## config.mk

```make
export PLATFORM = sky130hd
export DESIGN_NAME = frame_tx
export DESIGN_NICKNAME = d
export VERILOG_FILES = /design/src/rtl/frame_tx.sv
export SDC_FILE = /design/constraint.sdc
export NUM_CORES = 1
export LEC_CHECK = 0
export ABC_AREA = 1
export CAP_MARGIN = 20
export CORE_ASPECT_RATIO = 1.2
export CORE_MARGIN = 4
export CORE_UTILIZATION = 51
export CTS_CLUSTER_SIZE = 20
export DETAILED_ROUTE_END_ITERATION = 8
export GPL_ROUTABILITY_DRIVEN = 0
export MAX_ROUTING_LAYER = met4
export PLACE_DENSITY = 0.72
export SYNTH_ARGS = -nofsm -noshare
export SYNTH_HDL_FRONTEND = slang
export SYNTH_SLANG_ARGS = --single-unit
```

## constraint.sdc

```tcl
create_clock -name clk -period 2.7 [get_ports clk]
set_input_delay 0.54 -clock clk [delete_from_list [all_inputs] [get_ports clk]]
set_output_delay 0.54 -clock clk [all_outputs]
set_load 0.03 [all_outputs]
```

## src/rtl/frame_tx.sv

```systemverilog
// -----------------------------------------------------------------------------
// frame_tx
// Serial frame transmitter. A frame is a fixed preamble (PATTERN, MSB first),
// an 8-bit length field (MSB first), then len_reg payload bits pulled from the
// source one per cycle. sout_vld stays high for the whole frame with no gaps.
//
// Parameters
//   PAT_W     preamble width in bits
//   PATTERN   preamble value, sent MSB first
//
// Ports
//   clk       system clock, rising edge
//   rst       asynchronous active-low reset
//   start     frame request (level); the frame begins after start falls
//   len       payload length in bits, sampled every INIT cycle
//   pay_bit   payload bit from the source, valid while pay_req=1
//   sout      serial data, 0 whenever sout_vld=0
//   sout_vld  high in every cycle sout carries a frame bit
//   pay_req   high in each payload cycle; source advances after each one
//   ready     high only in IDLE
// -----------------------------------------------------------------------------
module frame_tx #(
  parameter int               PAT_W   = 4,
  parameter logic [PAT_W-1:0] PATTERN = 4'b1101
) (
  input  logic       clk,
  input  logic       rst,
  input  logic       start,
  input  logic [7:0] len,
  input  logic       pay_bit,
  output logic       sout,
  output logic       sout_vld,
  output logic       pay_req,
  output logic       ready
);

  localparam logic [2:0] IDLE     = 3'd0;
  localparam logic [2:0] INIT     = 3'd1;
  localparam logic [2:0] PREAMBLE = 3'd2;
  localparam logic [2:0] LENGTH   = 3'd3;
  localparam logic [2:0] PAYLOAD  = 3'd4;

  localparam logic [7:0] PRE_LAST = 8'(PAT_W - 1);

  logic [2:0]       state_r,   state_s;
  logic [7:0]       bit_cnt_r, bit_cnt_s;
  logic [7:0]       down_cnt_r, down_cnt_s;
  logic [7:0]       len_r,     len_s;
  // Preamble bits are taken from the top of a shift register that is
  // reloaded from PATTERN in INIT, so no variable-width index is needed.
  logic [PAT_W-1:0] pat_sh_r,  pat_sh_s;
  logic             len_bit_s;

  // Current length-field bit, MSB first.
  always_comb begin
    len_bit_s = len_r[3'd7 - bit_cnt_r[2:0]];
  end

  // Next-state and counter logic.
  always_comb begin
    state_s    = state_r;
    bit_cnt_s  = bit_cnt_r;
    down_cnt_s = down_cnt_r;
    len_s      = len_r;
    pat_sh_s   = pat_sh_r;
    case (state_r)
      IDLE: begin
        if (start) begin
          state_s = INIT;
        end else begin
          state_s = IDLE;
        end
      end
      INIT: begin
        // Keep re-sampling len while start is held; the last sample wins.
        len_s     = len;
        bit_cnt_s = 8'd0;
        pat_sh_s  = PATTERN;
        if (!start) begin
          state_s = PREAMBLE;
        end else begin
          state_s = INIT;
        end
      end
      PREAMBLE: begin
        pat_sh_s = pat_sh_r << 1'b1;
        if (bit_cnt_r == PRE_LAST) begin
          state_s   = LENGTH;
          bit_cnt_s = 8'd0;
        end else begin
          bit_cnt_s = bit_cnt_r + 8'd1;
        end
      end
      LENGTH: begin
        if (bit_cnt_r == 8'd7) begin
          bit_cnt_s = 8'd0;
          if (len_r == 8'd0) begin
            state_s = IDLE;
          end else begin
            state_s    = PAYLOAD;
            down_cnt_s = len_r;
          end
        end else begin
          bit_cnt_s = bit_cnt_r + 8'd1;
        end
      end
      PAYLOAD: begin
        // Leaving at a count of 1 lands the counter on 0; a count of 0 can
        // never be loaded, but it also exits rather than wrapping.
        if (down_cnt_r <= 8'd1) begin
          state_s    = IDLE;
          down_cnt_s = 8'd0;
        end else begin
          down_cnt_s = down_cnt_r - 8'd1;
        end
      end
      default: begin
        state_s    = IDLE;
        bit_cnt_s  = 8'd0;
        down_cnt_s = 8'd0;
      end
    endcase
  end

  // State and counter registers with asynchronous active-low reset.
  always_ff @(posedge clk or negedge rst) begin
    if (!rst) begin
      state_r    <= IDLE;
      bit_cnt_r  <= 8'd0;
      down_cnt_r <= 8'd0;
      len_r      <= 8'd0;
      pat_sh_r   <= '0;
    end else begin
      state_r    <= state_s;
      bit_cnt_r  <= bit_cnt_s;
      down_cnt_r <= down_cnt_s;
      len_r      <= len_s;
      pat_sh_r   <= pat_sh_s;
    end
  end

  // Outputs decoded from the state; payload data passes straight through.
  always_comb begin
    sout     = 1'b0;
    sout_vld = 1'b0;
    pay_req  = 1'b0;
    ready    = 1'b0;
    case (state_r)
      IDLE: begin
        ready = 1'b1;
      end
      INIT: begin
        ready = 1'b0;
      end
      PREAMBLE: begin
        sout     = pat_sh_r[PAT_W-1];
        sout_vld = 1'b1;
      end
      LENGTH: begin
        sout     = len_bit_s;
        sout_vld = 1'b1;
      end
      PAYLOAD: begin
        sout     = pay_bit;
        sout_vld = 1'b1;
        pay_req  = 1'b1;
      end
      default: begin
        ready = 1'b0;
      end
    endcase
  end

endmodule
```

==> metrics <==
worst path bufs/invs 1; fin crit share 94.2%; core area 3370 µm²; Total GRT Usage 20.2%; sequence of cells on the critical path nand2_1, nor2_4, nand3_1, nand3_1, clkdlybuf4s50_1; maxcap violations 0; final antenna-violating net count 0; post-synthesis sequential area ratio 43.4%; initial antenna violation count 0; CP top delay family buffers and inverters; diodes inserted 0; # rows 23; type of the worst min-delay path flop to flop; Slew Limit Fails 0; slew margin rel. 64.2%; status finished clean; Net Sw Frac a little over a fifth; largest net degree at the start of global routing 32; width of the chip a little over 60 µm; global route overflow 0; CP Capture Type primary output; Pleak 1.02 nW; DPL Wire Length roughly 2.8 mm; CP dominant cell by count nand3_1; Residual DRC 0; worst-path fanout max 10; type of origin of the critical path flop; RSZ-0062 raised after global routing false; synth unique cells 24; vias per std cell 5.16; Clock transition at path regs 0.07 ns; final core utilization 62.0%; Reg power frac 55.3%; Int Pwr 657 µW; # resized after CTS 0; setup tns final 0 ns; overall routed net length 3.73 mm; Clk pwr share 41.1%; Area Overhead vs Synth 16.6%; crit path DAT 2.00 ns; f_max just under 0.4 GHz; biggest cell delay along the critical path 0.66 ns; Hold Vio Cnt, Final 0; port buffer count 15; largest area contributor in the netlist dfrtp_1; Setup Viol. Count Final 0; cts hold-fix bufs 0; Ys Warns 0; Avg Inst Size Synth 7.10 µm²; H-tree levels 2; die area 4520 µm²; Detailed Route Iter0 Violations between 60 and 70; Synth Instances ~250; setup ws final between 0.15 and 0.2 ns; first-pass GRT wire length 6.60 mm; clk_lat worst skew about 0.29 ns; Die Ht 72.9 µm; initial core utilization roughly 53%; Final #Nets roughly 290; top post-synthesis cells by area dfrtp_1 43%, nand2_1 17%, inv_1 7.1%; clock tree root driver cell clkbuf_8; vias in the first global route 1529; Clock Skew 0.00979 ns; Synth Cell Area 1790 µm²; layout cells sized above 1 ~8.3%; most frequent cells in the layout 82 x nand2_1, 34 x inv_1, 31 x dfrtp_1; syn_nets 267; Worst path slowest cell clkdlybuf4s50_1; Sw Pwr 183 µW; vias post-DR 1621; I/O pins 16; Worst-Margin Slew 0.531 ns; WL per Instance 11.9 µm; power per cell area 402 nW/µm²; Worst Hold Slack 0.510 ns; most common cell after layout, fill and taps aside nand2_1; clock buffer count from CTS 5; Logic pwr share around 3.5%; CTS tree done; critical path class flop to primary output; worst path required time between 2 and 2.5 ns; Post-CTS Setup Repair Bufs 0; maximum clock insertion buffer count 2; Setup WS pre-CTS 0.387 ns; area share of the largest cell type after synthesis between 40% and 50%; Yosys reg bits 31; fin crit period between 2 and 3 ns; Max IR drop VDD a little under 0.4 mV; Sink Count 31; drt first pass iters 4
## per-stage QoR
step                cell area [µm²]  cells  power (mW)
finish                         2090    314       0.839
global route                   2090    314       0.873
CTS                            2090    314       0.851
detailed placement             2000    306       0.503
global placement               2000    306       0.503
floorplan                      1790    252       0.476
## logic make-up after synthesis
group	Yosys count	synth area share, %
AOI/OAI and AO/OA	39	12.0
xor gates and xnor gates	3	1.47
adders and majority gates	3	2.10
buffers and inverters	38	8.04
DFF	31	43.4
and+or+nand+nor	138	33.0
## synth_stat cells
cell type	n
nand2_1	82
inv_1	34
dfrtp_1	31
nand3_1	24
nor2_1	22
o21ai_0	20
a21oi_1	12
ha_1	3
xor2_1	3
inv_2	2
nand2_2	2
nor2_2	2
nor2_4	2
o211ai_1	2
o21ai_2	2
a22oi_1	1
and2_1	1
buf_2	1
clkinv_1	1
nand3_2	1
nand4_1	1
nor3_2	1
o22a_1	1
o22ai_1	1
## sequential cells by signal, indices dropped and copies added, names as in the netlist
register	count
len_r	8
state_r	3
down_cnt_r	8
pat_sh_r	4
bit_cnt_r	8
## power groups by stage
| stage | Clock (mW) | Combinational (mW) | Sequential, mW |
|---|---|---|---|
| 2_1_floorplan | 0 | 0.00278 | 0.473 |
| 3_3_place_gp | 0 | 0.0301 | 0.473 |
| 3_5_place_dp | 0 | 0.0303 | 0.473 |
| 4_1_cts | 0.357 | 0.0304 | 0.464 |
| 5_1_grt | 0.376 | 0.0328 | 0.464 |
| 6_report | 0.345 | 0.0295 | 0.464 |
## worst paths after layout
| kind | from | end | slack, ns | cells past startpoint |
|---|---|---|---|---|
| max | state_r[0] | sout | 0.16 | 5 |
| min | pat_sh_r[3] | pat_sh_r[3] | 0.51 | 1 |
| max reg2reg | bit_cnt_r[0] | down_cnt_r[3] | 1.02 | 8 |
| min reg2reg | pat_sh_r[3] | pat_sh_r[3] | 0.51 | 1 |
| max in group asynchronous | rst | bit_cnt_r[7] | 1.77 | 2 |
| min in group asynchronous | rst | bit_cnt_r[6] | 0.65 | 2 |
## routing by layer
metal	vias to the layer above	share of wire, %	global-route usage, %
met2	26	49	30.6
li1	848	-	-
met5	-	0	-
met1	745	47	25.7
met4	0	0.78	7.08
met3	2	3.4	5.31
## cell type report
type | count | area, µm²
fill | 323 | 1280
multi-input combinational | 183 | 870
sequential | 31 | 776
timing repair buffer | 18 | 173
inverter | 37 | 139
clock buffer | 5 | 68.8
tap | 37 | 46.3
clock inverter | 3 | 15.0
No activity file was read; power rests on OpenSTA's default activity.
